`config.mk`:
```
export PLATFORM = sky130hd
export DESIGN_NAME = stream_demux_w_qos_flat
export DESIGN_NICKNAME = d
export VERILOG_FILES = /design/src/rtl/stream_demux_w_qos_if.sv /design/src/rtl/stream_demux_w_qos.sv /design/src/flat_wrapper.sv
export SDC_FILE = /design/constraint.sdc
export NUM_CORES = 1
export LEC_CHECK = 0
export ABC_CLOCK_PERIOD_IN_PS = 2600
export CORE_MARGIN = 2
export CORE_UTILIZATION = 46
export CTS_CLUSTER_DIAMETER = 100
export DETAILED_ROUTE_END_ITERATION = 10
export HOLD_SLACK_MARGIN = 0.12
export PLACE_DENSITY = 0.71
export SETUP_SLACK_MARGIN = 0.5
export SLEW_MARGIN = 30
export SYNTH_ARGS = -nofsm -noshare
export SYNTH_HDL_FRONTEND = slang
export SYNTH_SLANG_ARGS = --single-unit
```
`constraint.sdc`:
```
create_clock -name clk -period 2.6 [get_ports clk]
set_clock_uncertainty 0.15 [all_clocks]
set_input_delay 0.26 -clock clk [delete_from_list [all_inputs] [get_ports clk]]
set_output_delay 0.26 -clock clk [all_outputs]
set_load 0.005 [all_outputs]
```
`src/rtl/stream_demux_w_qos_if.sv`:
```
`default_nettype none
//------------------------------------------------------------------------------
// Module   : stream_demux_w_qos_if
// Purpose  : Bundles the merged input stream and the per-destination output
//            streams of stream_demux_w_qos.
// Ports    : s_data_in/s_qos_in/s_id_in/s_last_in/s_valid_in/s_ready_out
//              - single merged input stream (id selects the destination)
//            m_data_out/m_qos_out/m_last_out/m_valid_out/m_ready_in
//              - STREAM_COUNT output streams, one slice per destination
// Modports : master - the environment (drives input beats, output readies)
//            slave  - the demux itself
// Revision : 1.0 - initial release
//------------------------------------------------------------------------------
interface stream_demux_w_qos_if #(
  parameter int T_DATA_WIDTH = 4,
  parameter int T_QOS__WIDTH = 2,
  parameter int STREAM_COUNT = 3,
  parameter int T_ID___WIDTH = $clog2(STREAM_COUNT)
);

  // Merged input stream
  logic [T_DATA_WIDTH-1:0]                    s_data_in;
  logic [T_QOS__WIDTH-1:0]                    s_qos_in;
  logic [T_ID___WIDTH-1:0]                    s_id_in;
  logic                                       s_last_in;
  logic                                       s_valid_in;
  logic                                       s_ready_out;

  // Per-destination output streams
  logic [STREAM_COUNT-1:0][T_DATA_WIDTH-1:0]  m_data_out;
  logic [STREAM_COUNT-1:0][T_QOS__WIDTH-1:0]  m_qos_out;
  logic [STREAM_COUNT-1:0]                    m_last_out;
  logic [STREAM_COUNT-1:0]                    m_valid_out;
  logic [STREAM_COUNT-1:0]                    m_ready_in;

  modport master (
    output s_data_in, s_qos_in, s_id_in, s_last_in, s_valid_in,
    input  s_ready_out,
    input  m_data_out, m_qos_out, m_last_out, m_valid_out,
    output m_ready_in
  );

  modport slave (
    input  s_data_in, s_qos_in, s_id_in, s_last_in, s_valid_in,
    output s_ready_out,
    output m_data_out, m_qos_out, m_last_out, m_valid_out,
    input  m_ready_in
  );

endinterface
`default_nettype wire

```
`src/rtl/stream_demux_w_qos.sv`:
```
`default_nettype none
//------------------------------------------------------------------------------
// Module   : stream_demux_w_qos
// Purpose  : Splits one merged stream (data/qos/id/last) back into
//            STREAM_COUNT output streams. The destination is taken from the
//            id of the first beat of a packet and held until its last beat.
//            Each output owns a FIFO_DEPTH-entry FIFO so a stalled consumer
//            only blocks packets that are addressed to it.
// Ports    : clk        - clock
//            rst_n      - asynchronous active-low reset
//            bus        - stream_demux_w_qos_if.slave (input stream and
//                         per-output streams)
//            id_err_out - sticky id error flag, present only when
//                         STREAM_DEMUX_ID_CHECK_EN is defined
// Options  : STREAM_DEMUX_ID_CHECK_EN - adds id_err_out, set by an id change
//            inside a forwarded packet or by an invalid id at packet start.
//            Routing is identical with or without it.
// Revision : 1.0 - initial release
//------------------------------------------------------------------------------
module stream_demux_w_qos #(
  parameter int T_DATA_WIDTH = 4,
  parameter int T_QOS__WIDTH = 2,
  parameter int STREAM_COUNT = 3,
  parameter int T_ID___WIDTH = $clog2(STREAM_COUNT),
  parameter int FIFO_DEPTH   = 2
) (
  input  logic                  clk,
  input  logic                  rst_n,
  stream_demux_w_qos_if.slave   bus
`ifdef STREAM_DEMUX_ID_CHECK_EN
  ,
  output logic                  id_err_out
`endif
);

  // FIFO_DEPTH is a power of two, so pointers wrap naturally at C_PTR_W bits.
  localparam int C_PTR_W = $clog2(FIFO_DEPTH);
  localparam int C_CNT_W = C_PTR_W + 1;
  // FIFO entry layout: {data, qos, last}
  localparam int C_ENT_W = T_DATA_WIDTH + T_QOS__WIDTH + 1;

  typedef enum logic [1:0] {
    ST_IDLE = 2'd0,   // between packets, next beat decides the route
    ST_FWD  = 2'd1,   // inside a packet routed to lock_q
    ST_DROP = 2'd2    // inside a packet with an invalid id, beats discarded
  } state_t;

  state_t                  state_q, state_d;
  logic [T_ID___WIDTH-1:0] lock_q,  lock_d;

  logic [STREAM_COUNT-1:0] w_full;
  logic [STREAM_COUNT-1:0] w_valid;
  logic [STREAM_COUNT-1:0] w_push;
  logic [STREAM_COUNT-1:0] w_pop;
  logic [C_ENT_W-1:0]      w_head [STREAM_COUNT];

  logic                    w_id_valid;
  logic                    w_route;
  logic                    w_ready;
  logic                    w_accept;
  logic [T_ID___WIDTH-1:0] w_target;
  logic [C_ENT_W-1:0]      w_wr_entry;

  // Zero-extend both sides so the compare is unsigned and width-matched.
  assign w_id_valid = ({1'b0, bus.s_id_in} < (T_ID___WIDTH+1)'(STREAM_COUNT));

  //----------------------------------------------------------------------------
  // Route selection and input ready. Ready looks only at state, id and the
  // target FIFO's full flag, never at s_valid_in, and takes no credit from a
  // same-cycle pop on the target output.
  //----------------------------------------------------------------------------
  always_comb begin
    w_target = lock_q;
    w_route  = 1'b0;
    w_ready  = 1'b0;
    case (state_q)
      ST_IDLE: begin
        if (w_id_valid) begin
          w_target = bus.s_id_in;
          w_route  = 1'b1;
          w_ready  = !w_full[bus.s_id_in];
        end else begin
          w_ready  = 1'b1;          // invalid id: swallow the beat
        end
      end
      ST_FWD: begin
        w_target = lock_q;          // s_id_in is ignored mid-packet
        w_route  = 1'b1;
        w_ready  = !w_full[lock_q];
      end
      ST_DROP: begin
        w_ready  = 1'b1;
      end
      default: begin
        w_ready  = 1'b0;
      end
    endcase
  end

  // Ready is held low for the whole time reset is asserted, not just after
  // the first clock of reset.
  assign bus.s_ready_out = w_ready & rst_n;
  assign w_accept        = bus.s_valid_in & bus.s_ready_out;
  assign w_wr_entry      = {bus.s_data_in, bus.s_qos_in, bus.s_last_in};

  //----------------------------------------------------------------------------
  // Packet framing: next state and locked destination
  //----------------------------------------------------------------------------
  always_comb begin
    state_d = state_q;
    lock_d  = lock_q;
    case (state_q)
      ST_IDLE: begin
        // A single-beat packet (last on the first beat) stays in IDLE.
        if (w_accept && !bus.s_last_in) begin
          if (w_id_valid) begin
            state_d = ST_FWD;
            lock_d  = bus.s_id_in;
          end else begin
            state_d = ST_DROP;
          end
        end
      end
      ST_FWD, ST_DROP: begin
        if (w_accept && bus.s_last_in) begin
          state_d = ST_IDLE;
        end
      end
      default: begin
        state_d = ST_IDLE;
      end
    endcase
  end

`ifdef STREAM_DEMUX_ID_CHECK_EN
  logic id_err_q, id_err_d;

  always_comb begin
    id_err_d = id_err_q;
    if (w_accept) begin
      if ((state_q == ST_FWD) && (bus.s_id_in != lock_q)) begin
        id_err_d = 1'b1;
      end
      if ((state_q == ST_IDLE) && !w_id_valid) begin
        id_err_d = 1'b1;
      end
    end
  end

  assign id_err_out = id_err_q;
`endif

  always_ff @(posedge clk or negedge rst_n) begin
    if (!rst_n) begin
      state_q  <= ST_IDLE;
      lock_q   <= '0;
`ifdef STREAM_DEMUX_ID_CHECK_EN
      id_err_q <= 1'b0;
`endif
    end else begin
      state_q  <= state_d;
      lock_q   <= lock_d;
`ifdef STREAM_DEMUX_ID_CHECK_EN
      id_err_q <= id_err_d;
`endif
    end
  end

  //----------------------------------------------------------------------------
  // Per-output FIFOs
  //----------------------------------------------------------------------------
  for (genvar gi = 0; gi < STREAM_COUNT; gi++) begin : g_fifo
    logic [C_ENT_W-1:0] mem_q [FIFO_DEPTH];
    logic [C_PTR_W-1:0] wr_ptr_q, wr_ptr_d;
    logic [C_PTR_W-1:0] rd_ptr_q, rd_ptr_d;
    logic [C_CNT_W-1:0] cnt_q,    cnt_d;

    assign w_full[gi]  = (cnt_q == C_CNT_W'(FIFO_DEPTH));
    assign w_valid[gi] = (cnt_q != '0);
    assign w_push[gi]  = w_accept & w_route & (w_target == T_ID___WIDTH'(gi));
    assign w_pop[gi]   = w_valid[gi] & bus.m_ready_in[gi];
    assign w_head[gi]  = mem_q[rd_ptr_q];

    always_comb begin
      wr_ptr_d = wr_ptr_q;
      rd_ptr_d = rd_ptr_q;
      cnt_d    = cnt_q;
      if (w_push[gi]) begin
        wr_ptr_d = wr_ptr_q + C_PTR_W'(1);
      end
      if (w_pop[gi]) begin
        rd_ptr_d = rd_ptr_q + C_PTR_W'(1);
      end
      // Push and pop together leave the occupancy unchanged.
      case ({w_push[gi], w_pop[gi]})
        2'b10:   cnt_d = cnt_q + C_CNT_W'(1);
        2'b01:   cnt_d = cnt_q - C_CNT_W'(1);
        default: cnt_d = cnt_q;
      endcase
    end

    always_ff @(posedge clk or negedge rst_n) begin
      if (!rst_n) begin
        wr_ptr_q <= '0;
        rd_ptr_q <= '0;
        cnt_q    <= '0;
      end else begin
        wr_ptr_q <= wr_ptr_d;
        rd_ptr_q <= rd_ptr_d;
        cnt_q    <= cnt_d;
      end
    end

    // Storage needs no reset: a slot is only observed after it was written.
    always_ff @(posedge clk) begin
      if (w_push[gi]) begin
        mem_q[wr_ptr_q] <= w_wr_entry;
      end
    end
  end

  //----------------------------------------------------------------------------
  // Output drive: head entry while non-empty, all-zero while empty
  //----------------------------------------------------------------------------
  assign bus.m_valid_out = w_valid;

  always_comb begin
    bus.m_data_out = '0;
    bus.m_qos_out  = '0;
    bus.m_last_out = '0;
    for (int i = 0; i < STREAM_COUNT; i++) begin
      if (w_valid[i]) begin
        bus.m_data_out[i] = w_head[i][C_ENT_W-1 -: T_DATA_WIDTH];
        bus.m_qos_out[i]  = w_head[i][T_QOS__WIDTH:1];
        bus.m_last_out[i] = w_head[i][0];
      end
    end
  end

endmodule
`default_nettype wire

```
`src/flat_wrapper.sv`:
```
// flat-port wrapper written by rule: the top's interface ports become plain ports
module stream_demux_w_qos_flat 
#(
  parameter int T_DATA_WIDTH = 4,
  parameter int T_QOS__WIDTH = 2,
  parameter int STREAM_COUNT = 3,
  parameter int T_ID___WIDTH = $clog2(STREAM_COUNT),
  parameter int FIFO_DEPTH   = 2
)
  (clk, rst_n, bus_s_data_in, bus_s_qos_in, bus_s_id_in, bus_s_last_in, bus_s_valid_in, bus_s_ready_out, bus_m_data_out, bus_m_qos_out, bus_m_last_out, bus_m_valid_out, bus_m_ready_in);
  stream_demux_w_qos_if #(.T_DATA_WIDTH(T_DATA_WIDTH), .T_QOS__WIDTH(T_QOS__WIDTH), .STREAM_COUNT(STREAM_COUNT), .T_ID___WIDTH(T_ID___WIDTH)) bus_i ();
  input  logic clk;
  input  logic rst_n;
  input wire logic [$bits(bus_i.s_data_in)-1:0] bus_s_data_in;
  input wire logic [$bits(bus_i.s_qos_in)-1:0] bus_s_qos_in;
  input wire logic [$bits(bus_i.s_id_in)-1:0] bus_s_id_in;
  input wire logic [$bits(bus_i.s_last_in)-1:0] bus_s_last_in;
  input wire logic [$bits(bus_i.s_valid_in)-1:0] bus_s_valid_in;
  output wire logic [$bits(bus_i.s_ready_out)-1:0] bus_s_ready_out;
  output wire logic [$bits(bus_i.m_data_out)-1:0] bus_m_data_out;
  output wire logic [$bits(bus_i.m_qos_out)-1:0] bus_m_qos_out;
  output wire logic [$bits(bus_i.m_last_out)-1:0] bus_m_last_out;
  output wire logic [$bits(bus_i.m_valid_out)-1:0] bus_m_valid_out;
  input wire logic [$bits(bus_i.m_ready_in)-1:0] bus_m_ready_in;
  assign bus_i.s_data_in = bus_s_data_in;
  assign bus_i.s_qos_in = bus_s_qos_in;
  assign bus_i.s_id_in = bus_s_id_in;
  assign bus_i.s_last_in = bus_s_last_in;
  assign bus_i.s_valid_in = bus_s_valid_in;
  assign bus_s_ready_out = bus_i.s_ready_out;
  assign bus_m_data_out = bus_i.m_data_out;
  assign bus_m_qos_out = bus_i.m_qos_out;
  assign bus_m_last_out = bus_i.m_last_out;
  assign bus_m_valid_out = bus_i.m_valid_out;
  assign bus_i.m_ready_in = bus_m_ready_in;
  stream_demux_w_qos #(.T_DATA_WIDTH(T_DATA_WIDTH), .T_QOS__WIDTH(T_QOS__WIDTH), .STREAM_COUNT(STREAM_COUNT), .T_ID___WIDTH(T_ID___WIDTH), .FIFO_DEPTH(FIFO_DEPTH)) u_core (.clk(clk), .rst_n(rst_n), .bus(bus_i));
endmodule
```
* Word level (Yosys, flattened, before mapping)
Memories as Yosys holds them, arrays and structs flattened.
Cells that the tools add are included.
** Word-level totals
- Bits in registers :: 16
- Memory bits (writable) :: 42
- Bits of input ports :: 15
- Word-level logic and storage cells :: 101
- Memories :: 3
** Cells by class
- Magnitude comparators :: 3
- Muxes and demuxes :: 32
- Bitwise logic cells :: 9
- Reductions and logical operators :: 16
- $add $sub $neg :: 12
- Equality and inequality tests :: 15
** Memories
- u_core.g_fifo[0].mem_q :: depth 2, width 7, rd ports 1, clocked after Yosys merged registers in 0, wr ports 1, RTL line stream_demux_w_qos.sv:173 : logic [C_ENT_W-1:0] mem_q [FIFO_DEPTH];
- u_core.g_fifo[1].mem_q :: depth 2, width 7, rd ports 1, clocked after Yosys merged registers in 0, wr ports 1, RTL line stream_demux_w_qos.sv:173
- u_core.g_fifo[2].mem_q :: depth 2, width 7, rd ports 1, clocked after Yosys merged registers in 0, wr ports 1, RTL line stream_demux_w_qos.sv:173
** Operator list (number)
- equality test 2 bit (second input constant) :: 8
- two-way mux 2 bit :: 8
- case mux 2 bit (2 select lines) :: 4
- two-way mux 1 bit :: 13
- two-way mux 4 bit :: 3
- nonzero test 2 bit :: 6
- equality test 2 x 1 -> 1 bit (second input constant) :: 5
- AND 1 bit :: 9
- adder 1 bit (second input constant) :: 6
- adder 2 x 1 -> 2 bit (second input constant) :: 3
- less-than comparator 2 x 3 -> 1 bit (second input constant) :: 2
- subtractor 2 x 1 -> 2 bit (second input constant) :: 3
- binary-select mux 1 bit (select 2 bit) :: 2
- zero test 2 bit :: 2
- inequality test 2 x 1 -> 1 bit (second input constant) :: 2
- AND reduction 2 bit :: 2
- zero test 1 bit :: 3
- case mux 1 bit (3 select lines) :: 1
- logical AND 1 bit :: 2
- less-than comparator 2 bit (second input constant) :: 1
- case mux 1 bit (2 select lines) :: 1
- OR reduction 2 bit :: 1

* Depth between registers and ports, before layout
- Depth in word-level cells :: 12
- Mapped depth :: 10

* Worst setup path after synthesis
Ideal clock, no wire load.
- Path kind :: flip-flop to flip-flop
- Start :: register u_core.state_q[0]
- End :: memory u_core.g_fifo[1].mem_q[0][0] in the netlist's numbering, enable pin
- Clock period less this slack :: 2.213 ns
- Required time :: 2.090 ns
- Path buffers :: 0
- Setup slack :: 0.387 ns
- Stages on the path, launching flop included :: 8
- Data arrival time :: 1.703 ns
- Setup time :: 0.360 ns
- Path through :: dfrtp_1 > inv_1 > ha_1 > nor2b_1 > o21ai_0 > nor2_1 > nand2_1 > nor2_1
** Between the ends
- Longest elaborated chain between the ends :: 8
- Elaborated cells on any way between the ends :: 13
- Those cells by class :: eq/ne (3); mux (5); bitwise (4); reduce/logical (1)
** Ends and longest elaborated chain
- start: declaration :: RTL line stream_demux_w_qos.sv:48 : state_t state_q, state_d;
- start signal: assignment :: RTL line stream_demux_w_qos.sv:161 : state_q <= state_d;
- equality test 2 bit, or another cell as far along :: RTL line stream_demux_w_qos.sv:76 : case (state_q)
- case mux 1 bit (3 select lines) :: RTL line stream_demux_w_qos.sv:76
- AND 1 bit :: RTL line stream_demux_w_qos.sv:102 : assign bus.s_ready_out = w_ready & rst_n;
- AND 1 bit :: RTL line stream_demux_w_qos.sv:103 : assign w_accept = bus.s_valid_in & bus.s_ready_out;
- AND 1 bit :: RTL line stream_demux_w_qos.sv:180 : assign w_push[gi] = w_accept & w_route & (w_target == T_ID___WIDTH'(gi));
- AND 1 bit (*) :: RTL line stream_demux_w_qos.sv:180
- two-way mux 1 bit (*) :: RTL line stream_demux_w_qos.sv:216 : if (w_push[gi]) begin
- two-way mux 1 bit (implied by the code) (*) :: RTL line stream_demux_w_qos.sv:217 : mem_q[wr_ptr_q] <= w_wr_entry;
- end: declaration :: RTL line stream_demux_w_qos.sv:173
Every way passes the cells marked *; elsewhere a longest branch is shown, timed or not.

* Final worst setup path
- Start :: register u_core.state_q[0]
- End :: register u_core.g_fifo[2].wr_ptr_q
** Between the ends
- Longest elaborated chain between the ends :: 6
- Elaborated cells on any way between the ends :: 11
- Those cells by class :: eq/ne (3); mux (3); bitwise (4); reduce/logical (1)
** Ends and longest elaborated chain
- equality test 2 bit, or another cell as far along :: RTL line stream_demux_w_qos.sv:76
- case mux 1 bit (3 select lines) :: RTL line stream_demux_w_qos.sv:76
- AND 1 bit :: RTL line stream_demux_w_qos.sv:102
- AND 1 bit :: RTL line stream_demux_w_qos.sv:103
- AND 1 bit :: RTL line stream_demux_w_qos.sv:180
- AND 1 bit (*) :: RTL line stream_demux_w_qos.sv:180
- end signal: assignment :: RTL line stream_demux_w_qos.sv:208 : wr_ptr_q <= wr_ptr_d;
- end: declaration :: RTL line stream_demux_w_qos.sv:174 : logic [C_PTR_W-1:0] wr_ptr_q, wr_ptr_d;
Marked as above.
A chain may end at the register's enable or synchronous reset.

==> impl_metrics.toml <==
[clock_network]
clock-sinks = 58
htree_levels = 3
cts_tree = "done"
cts.path.max_buffers = 2
root_buffer = "clkbuf_8"
postCtsHoldBufs = 0
clk_pin_slew_ns = 0.06
insertion_delay_ns = 0.33
cts_buffers = 9

[routing]
drc = 0
vias_per_cell = 5.03
routed_wirelength_um = 5110
ant_nets = 0
first_pass_iters = 4
via_count = 1721
wire_per_inst_um = 14.9
first_iter_violations = 128

[global_route]
grt_start_max_net_pins = 18
grt_overflow = 0
antenna_found_initial = 0
grt_pass1_vias = 1679
met3_usage = 0.0341
track_usage = 0.177
grt_use_met1 = 0.238
grt_pass1_wl_um = 8190
grt_busiest_layer = "met2"
grt.met2_usage = 0.275

[critical_path]
r2r_cells = 11
reg2reg_slack_ns = 0.36
crit_fanout = 6
path_cells = "inv_2, ha_4, a41oi_2, buf_4, a21oi_4, nand2_2, buf_4, buf_4, buf_4, buf_4, xnor2_1"
cp_slowest_cell = "dfrtp_2"
critPathBufInv = 6
crit_path_frequent_cell = "buf_4"
crit_end = "u_core.g_fifo[2].wr_ptr_q"
end_kind = "flip-flop"
timing.rr.end = "u_core.g_fifo[2].wr_ptr_q"
required_ns = 2.66
r2r_start = "u_core.state_q[0]"
worstSetupPathDepth = 11
cp_top_family = "buffers and inverters"
worstPathArrival_ns = 2.30
max_stage_delay_ns = 0.45
worstSetupStartpoint = "u_core.state_q[0]"
critical_path_class = "reg2reg"
cp-start-kind = "flip-flop"

[worst_hold_path]
hold_class = "in2async"

[synthesis]
synth.area.top_cells = "edfxtp_1 49%, dfrtp_1 16%, mux2i_1 8.2%"
syn_area_per_cell_um2 = 13.7
syn_area_mm2 = 0.00257
synth_seq_area_share = 0.646
yosys.area.top_type = "edfxtp_1"
synth_cell_type_count = 32
synth_top_area_frac = 0.490
syn-num-nets = 210
ys_seq_elements = 58
syn_inst = 188
synth_warnings = 0

[power_and_ir_drop]
ir_worst_vdd_mv = 0.697
leakage_nw = 1.40
power_density_mw_per_mm2 = 1060

[finish]
design_area_mm2 = 0.00364
area_delta_synth_final_pct = 41.5
num-fill-cells = 397
drive_above_1_share = 0.315
nets = 287
diodes = 0

[timing]
whs_ns = 0.169
finalHoldViolCount = 0
layout_setup_ws_ns = 0.361
fmax_ghz = 0.447
worst_pin_slew_ns = 0.440
period_minus_slack_ns = 2.24
period_share = 0.861
rsz0062_at_grt = "true"
slew_headroom = 0.705
report.final.slew_viol_count = 0
fin_setup_tns_ns = 0
setup_viol = 0

[die]
die_y_um = 78.8
io-pin-count = 40
start_util = 0.473
core_region_area_mm2 = 0.00544
rows = 27
die_area_mm2 = 0.00621
die_w_um = 78.8

[job]
maxCapViolCount = 0

[placed_design]
io_buffers = 39
finalWeightedCongestion = 0.802
place_area_mm2 = 0.00311
place_ws_ns = -0.00594
dpl.hpwl_um = 3270

[status]
outcome = "complete, no violations"
[worst min path at each step]
stage | depth (start not counted) | endpoint | startpoint
global route | 2 | u_core.g_fifo[0].wr_ptr_q | rst_n
detailed placement | 1 | u_core.g_fifo[0].wr_ptr_q | u_core.g_fifo[0].wr_ptr_q
finish | 2 | u_core.g_fifo[0].rd_ptr_q | rst_n
floorplan | 0 | u_core.g_fifo[0].cnt_q[0] | rst_n
CTS | 2 | u_core.g_fifo[0].wr_ptr_q | rst_n
global placement | 1 | u_core.g_fifo[2].wr_ptr_q | u_core.g_fifo[2].wr_ptr_q
[metrics by stage]
step / total power, mW / utilization / instances
global route: 4.09 / 0.669 / 342
CTS: 3.68 / 0.646 / 332
finish: 3.85 / 0.669 / 342
floorplan: 2.13 / - / 188
global placement: 2.70 / 0.572 / 302
detailed placement: 2.72 / 0.572 / 302
[cell usage after synthesis (all sizes together)]
master   number
a211oi        1
a21oi         5
a2bb2oi       1
a31oi         3
a41oi         1
and2          1
and3          2
and3b         1
clkbuf        3
dfrtp        16
edfxtp       42
ha            7
inv           8
mux2i        21
nand2         6
nand2b        2
nand3         1
nand3b        2
nand4         1
nand4bb       1
nor2         34
nor2b         4
nor3          1
nor3b         1
o21ai         1
o221ai        2
or4b          2
or4bb         3
xnor2         9
xor2          6
[worst register-to-register path, cell delays in order (launching register included)]
cell,delay [ns]
dfrtp_2,0.45
inv_2,0.11
ha_4,0.16
a41oi_2,0.12
buf_4,0.16
a21oi_4,0.24
nand2_2,0.14
buf_4,0.15
buf_4,0.12
buf_4,0.12
buf_4,0.12
xnor2_1,0.11
[timing repair]
action,CTS,global route
resized for setup,40,10
setup buffers,14,10
endpoints found under the setup margin,72,70
pin swaps,14,12
[cell type report]
cell class	count	area (um2)	area share
multi-input cells	119	1060	0.290
clock buffers	10	128	0.0351
clock inverters	6	33.8	0.00928
repair buffers	69	629	0.173
inverters	8	30.0	0.00825
flip-flops and latches	58	1670	0.459
well taps	72	90.1	0.0248
[layer usage]
layer	vias to the layer above	wire [um]
li1	832	-
met1	850	2360
met2	30	2520
met3	9	130
met4	0	97
met5	-	0
[sequential cells by signal (all words and copies together), names as in the netlist]
register / cells
u_core.lock_q: 2
u_core.g_fifo.rd_ptr_q: 3
u_core.state_q: 2
u_core.g_fifo.wr_ptr_q: 3
u_core.g_fifo.cnt_q: 6
u_core.g_fifo.mem_q: 42
[cell families (layout without fill, tap and decap cells)]
family / Yosys count / in the layout / synth area share
buf+inv: 11 / 93 / 0.0161
simple gates: 62 / 62 / 0.128
flops: 58 / 58 / 0.646
mux: 21 / 21 / 0.0817
compound gates: 14 / 14 / 0.0428
fa+ha+maj: 7 / 7 / 0.0340
xor+xnor: 15 / 15 / 0.0511
[placed cells by master, fill, tap and decap left out, drive strengths merged, types with 3 or more instances in the layout]
| cell | netlist | final |
|---|---|---|
| edfxtp | 42 | 42 |
| clkdlybuf4s50 | 0 | 37 |
| nor2 | 34 | 34 |
| buf | 0 | 31 |
| mux2i | 21 | 21 |
| dfrtp | 16 | 16 |
| clkbuf | 3 | 10 |
| xnor2 | 9 | 9 |
| inv | 8 | 8 |
| ha | 7 | 7 |
| xor2 | 6 | 6 |
| nand2 | 6 | 6 |
| a21oi | 5 | 5 |
| nor2b | 4 | 4 |
| clkinv | 0 | 4 |
| or4bb | 3 | 3 |
| a31oi | 3 | 3 |
[where the power goes]
group	switching, mW	internal (mW)	total (mW)
registers	0.230	1.18	1.41
logic	0.719	1.04	1.76
clock network	0.341	0.336	0.678
total	1.29	2.56	3.85
Power figures use the tool's default switching activity.
==> patch 1, RTL diff (same flow settings) <==
Reset style: synchronous (`rst_n`), changed in 2 clocked blocks. Comments in the files are not updated.
--- a/src/rtl/stream_demux_w_qos.sv
+++ b/src/rtl/stream_demux_w_qos.sv
@@ -150,7 +150,7 @@
   assign id_err_out = id_err_q;
 `endif
 
-  always_ff @(posedge clk or negedge rst_n) begin
+  always_ff @(posedge clk) begin
     if (!rst_n) begin
       state_q  <= ST_IDLE;
       lock_q   <= '0;
@@ -199,7 +199,7 @@
       endcase
     end
 
-    always_ff @(posedge clk or negedge rst_n) begin
+    always_ff @(posedge clk) begin
       if (!rst_n) begin
         wr_ptr_q <= '0;
         rd_ptr_q <= '0;
Behaviour: differs if rst_n is asserted again (counterexample within 4 cycles, from zero or initial values and one cycle with rst_n low); with rst_n held inactive, the same outputs for 4 cycles.
==> patch 1 against the original RTL <==
- design area up 10%
- final cell count increased by 13%
- hold slack improved by 200 ps
- critical path type unchanged
- die area increased by 7.9%
- critical path depth unchanged
- routed wire length rose by 13%
- worst setup slack got worse by 230 ps
- sequential cell count is 3 higher
- total power fell by 13%
- non-clock buffer count rose by 10
- largest power group is now registers
- area after synthesis grew 8.4%
==> patch 1: results (changes against the original RTL) <==
| Metric | Value |
|---|---|
| Cells after DPL | `349 (+16%)` |
| Fillers | `431 (+8.6%)` |
| Synth Area in Adders | `3.14% (-0.26 points)` |
| Final HPWL DP | `3850 um (+18%)` |
| Mapped Nets | `245 (+17%)` |
| Setup ws final | `129 ps (-232 ps)` |
| Post-synth top cells | `42 x edfxtp_1, 29 x nor2_1, 25 x mux2i_1` |
| Worst slack, placed | `-61.7 ps (-55.8 ps)` |
| Worst Path Arrival | `2580 ps (+280 ps)` |
| Status | `finished clean` |
| Reg-to-Reg End | `u_core.g_fifo[0].cnt_q[1]` |
| Synth unique cells | `47 (+47%)` |
| Register area share after synthesis | `58.9% (-5.7 points)` |
| First-pass GRT wire length | `8830 um (+7.8%)` |
| Worst Hold Class | `reg -> reg` |
| Slew @ Worst Pin | `368 ps (-72.1 ps)` |
| Leak pwr | `1.47 nW (+5.1%)` |
| Synth Area in XOR/XNOR | `2.83% (-2.3 points)` |
| Max stage delay on crit path | `340 ps (-110 ps)` |
| Vias per cell | `5.04 (+0.18%)` |
| DR iter-0 viols | `83 (-35%)` |
| Post-synthesis mux area share | `8.98% (+0.81 points)` |
| Final WL | `5750 um (+13%)` |
| Total Routing Usage GR | `18.1% (+0.43 points)` |
| Placer Congestion | `0.920 (+15%)` |
| Async SR Flop Fraction | `0% (-28 points)` |
| Number of global-route vias before repair | `1,879 (+12%)` |
| Wire length per cell | `14.9 um (-0.45%)` |
| Reg2Reg Setup Slack | `130 ps (-230 ps)` |
| Mean Syn Cell Area | `12.5 um2 (-8.6%)` |
## patch 1: cell types whose count changed in the layout (fill, tap and decap cells not counted), sizes merged, moves of 3 or more
cell / unedited run / this run
or4bb: 3 / 0
mux2i: 21 / 25
and2: 1 / 12
xnor2: 9 / 6
xor2: 6 / 3
dfxtp: 0 / 19
or3: 0 / 5
inv: 8 / 11
o21ai: 1 / 7
a21boi: 0 / 4
nor2b: 4 / 8
nor2: 34 / 30
buf: 31 / 41
dfrtp: 16 / 0
## patch 1: final cells by class
type	count	share of cell area (%)
repair buffers	79	18.7
clock buffers	11	3.52
multi-input cells	145	32.0
inverters	11	1.03
well taps	75	2.34
flip-flops and latches	61	41.1
clock inverters	5	1.28
## patch 1: where the power goes
group          internal [mW]  switching, mW
clock network          0.462          0.347
logic                  0.740          0.506
registers               1.15          0.130
## patch 1: per-layer routing
metal / wire [um] / global-route usage (%)
met4: 81 / 8.00
met2: 3020 / 31.7
met3: 222 / 4.95
met5: 0 / 0
met1: 2430 / 20.7
## patch 1: timing repair
action,CTS,global route
gates resized for setup,17,43
pin swaps,8,15
endpoints found under the setup margin,73,68
setup buffers,13,9
## patch 1: how the worst min path moves through the flow
stage                                   end                 startpoint  slack [ps]
2_1_floorplan  u_core.g_fifo[0].mem_q[0][0]              bus_s_last_in         210
3_3_place_gp      u_core.g_fifo[0].wr_ptr_q  u_core.g_fifo[0].wr_ptr_q         310
3_5_place_dp      u_core.g_fifo[0].wr_ptr_q  u_core.g_fifo[0].wr_ptr_q         320
4_1_cts           u_core.g_fifo[0].wr_ptr_q  u_core.g_fifo[0].wr_ptr_q         340
5_1_grt           u_core.g_fifo[0].wr_ptr_q  u_core.g_fifo[0].wr_ptr_q         380
6_report          u_core.g_fifo[0].wr_ptr_q  u_core.g_fifo[0].wr_ptr_q         370
==> patch 2, RTL diff (config.mk and constraints unchanged) <==
Made on the original files. `STREAM_COUNT` is set to 3 in 3 places; all go to 5.
--- a/src/rtl/stream_demux_w_qos_if.sv
+++ b/src/rtl/stream_demux_w_qos_if.sv
@@ -14,7 +14,7 @@
 interface stream_demux_w_qos_if #(
   parameter int T_DATA_WIDTH = 4,
   parameter int T_QOS__WIDTH = 2,
-  parameter int STREAM_COUNT = 3,
+  parameter int STREAM_COUNT = 5,
   parameter int T_ID___WIDTH = $clog2(STREAM_COUNT)
 );
 
--- a/src/rtl/stream_demux_w_qos.sv
+++ b/src/rtl/stream_demux_w_qos.sv
@@ -20,7 +20,7 @@
 module stream_demux_w_qos #(
   parameter int T_DATA_WIDTH = 4,
   parameter int T_QOS__WIDTH = 2,
-  parameter int STREAM_COUNT = 3,
+  parameter int STREAM_COUNT = 5,
   parameter int T_ID___WIDTH = $clog2(STREAM_COUNT),
   parameter int FIFO_DEPTH   = 2
 ) (
--- a/src/flat_wrapper.sv
+++ b/src/flat_wrapper.sv
@@ -3,7 +3,7 @@
 #(
   parameter int T_DATA_WIDTH = 4,
   parameter int T_QOS__WIDTH = 2,
-  parameter int STREAM_COUNT = 3,
+  parameter int STREAM_COUNT = 5,
   parameter int T_ID___WIDTH = $clog2(STREAM_COUNT),
   parameter int FIFO_DEPTH   = 2
 )
Interface: changed (6 resized); port bits go from 40 to 59. No check against the original RTL was run, so the function may have changed too.
==> patch 2 against the original RTL <==
- total power is 53% higher
- critical path type unchanged
- via count is 62% higher
- area after synthesis is 61% higher
- global-route usage is 0.91 points higher
- routed wire length is 75% higher
- worst setup slack worse by 190 ps
- largest power group unchanged
- sequential cell count is 37 higher
- combinational power is 45% higher
- sequential power is 57% higher
- final cell count is 60% higher
- design area is 64% higher
- utilization is 1.5 points higher
==> patch 2: results (changes against the original RTL) <==
| Metric | Value |
|---|---|
| CTS Hold Bufs | `1 (+1)` |
| GRT met3 Usage | `3.05% (-0.36 points)` |
| Number of global-route vias before repair | `2,678 (+59%)` |
| Total power | `5.88 mW (+53%)` |
| CP top delay family | `multiplexers` |
| Cells after DPL | `494 (+64%)` |
| Cell count of the worst reg-to-reg path | `9 (-2)` |
| Pin count of the biggest net entering global routing | `21 (+3)` |
| Placer Congestion | `0.880 (+9.8%)` |
| Mapped Nets | `335 (+60%)` |
| Final WL | `8960 um (+75%)` |
| DR iter-0 viols | `118 (-7.8%)` |
| Vias | `2,796 (+62%)` |
| Post-synth top cells | `70 x edfxtp_1, 58 x nor2_1, 35 x mux2i_1` |
| Metal2 WL | `4660 um (+85%)` |
| Placed cell area | `5090 um2 (+64%)` |
| GR Util met2 | `31.6% (+4.1 points)` |
| Reg clk slew, reported paths | `100 ps (+40 ps)` |
| Internal cell power | `3.93 mW (+54%)` |
| Number of I/O port buffers | `58 (+49%)` |
| Met3 wire length | `377 um (+190%)` |
| Status | `finished clean` |
| Max stage delay on crit path | `500 ps (+50 ps)` |
| Total Routing Usage GR | `18.6% (+0.91 points)` |
| Worst path slowest cell | `mux4_2` |
| Synth area leaders | `edfxtp_1 51%, dfrtp_1 15%, mux2i_1 8.5%` |
| Clk pwr share | `18.9% (+1.3 points)` |
| Layout Nets | `460 (+60%)` |
| End of the critical path | `u_core.lock_q[1]` |
| Share of layout cells above drive strength 1 | `31.7% (+0.25 points)` |
| Vias per cell | `5.12 (+1.8%)` |
| Worst slack, placed | `-79.7 ps (-73.8 ps)` |
| Synth unique cells | `34 (+6.3%)` |
| Post-synth EDFFs | `70 (+67%)` |
| Reg2Reg Setup Slack | `170 ps (-190 ps)` |
| Met1 Usage GRT | `24.3% (+0.52 points)` |
[patch 2: changes by cell type in the layout (fill, tap and decap cells not counted), moves of 5 or more]
cell and change:
dlygate4sd2_1 +7, mux2i_1 +14, nor2b_1 +7, buf_4 +16
nor2_1 +17, edfxtp_1 +28, clkdlybuf4s50_1 -8, dlymetal6s2s_1 +20
dfrtp_1 +8, inv_1 +7, nand2_1 +5, nor2_4 +5
buf_6 +16
[patch 2: layout make-up]
class	count	area, um2
sequential	95	2740
clock inverter	7	111
clock buffer	9	124
tap	108	135
fill	598	2760
inverter	15	56.3
timing repair buffer	120	1150
multi-input combinational	192	1650
[patch 2: cells by family (layout without fill, tap and decap cells)]
kind of cell | count (synthesis) | count (layout) | synth area share, %
adders and majority gates | 9 | 9 | 2.72
and+or+nand+nor | 94 | 96 | 10.2
xor gates and xnor gates | 25 | 25 | 5.29
AOI/OAI and AO/OA | 24 | 24 | 3.99
buffers and inverters | 23 | 151 | 2.15
muxes | 38 | 38 | 9.73
DFF | 95 | 95 | 65.9
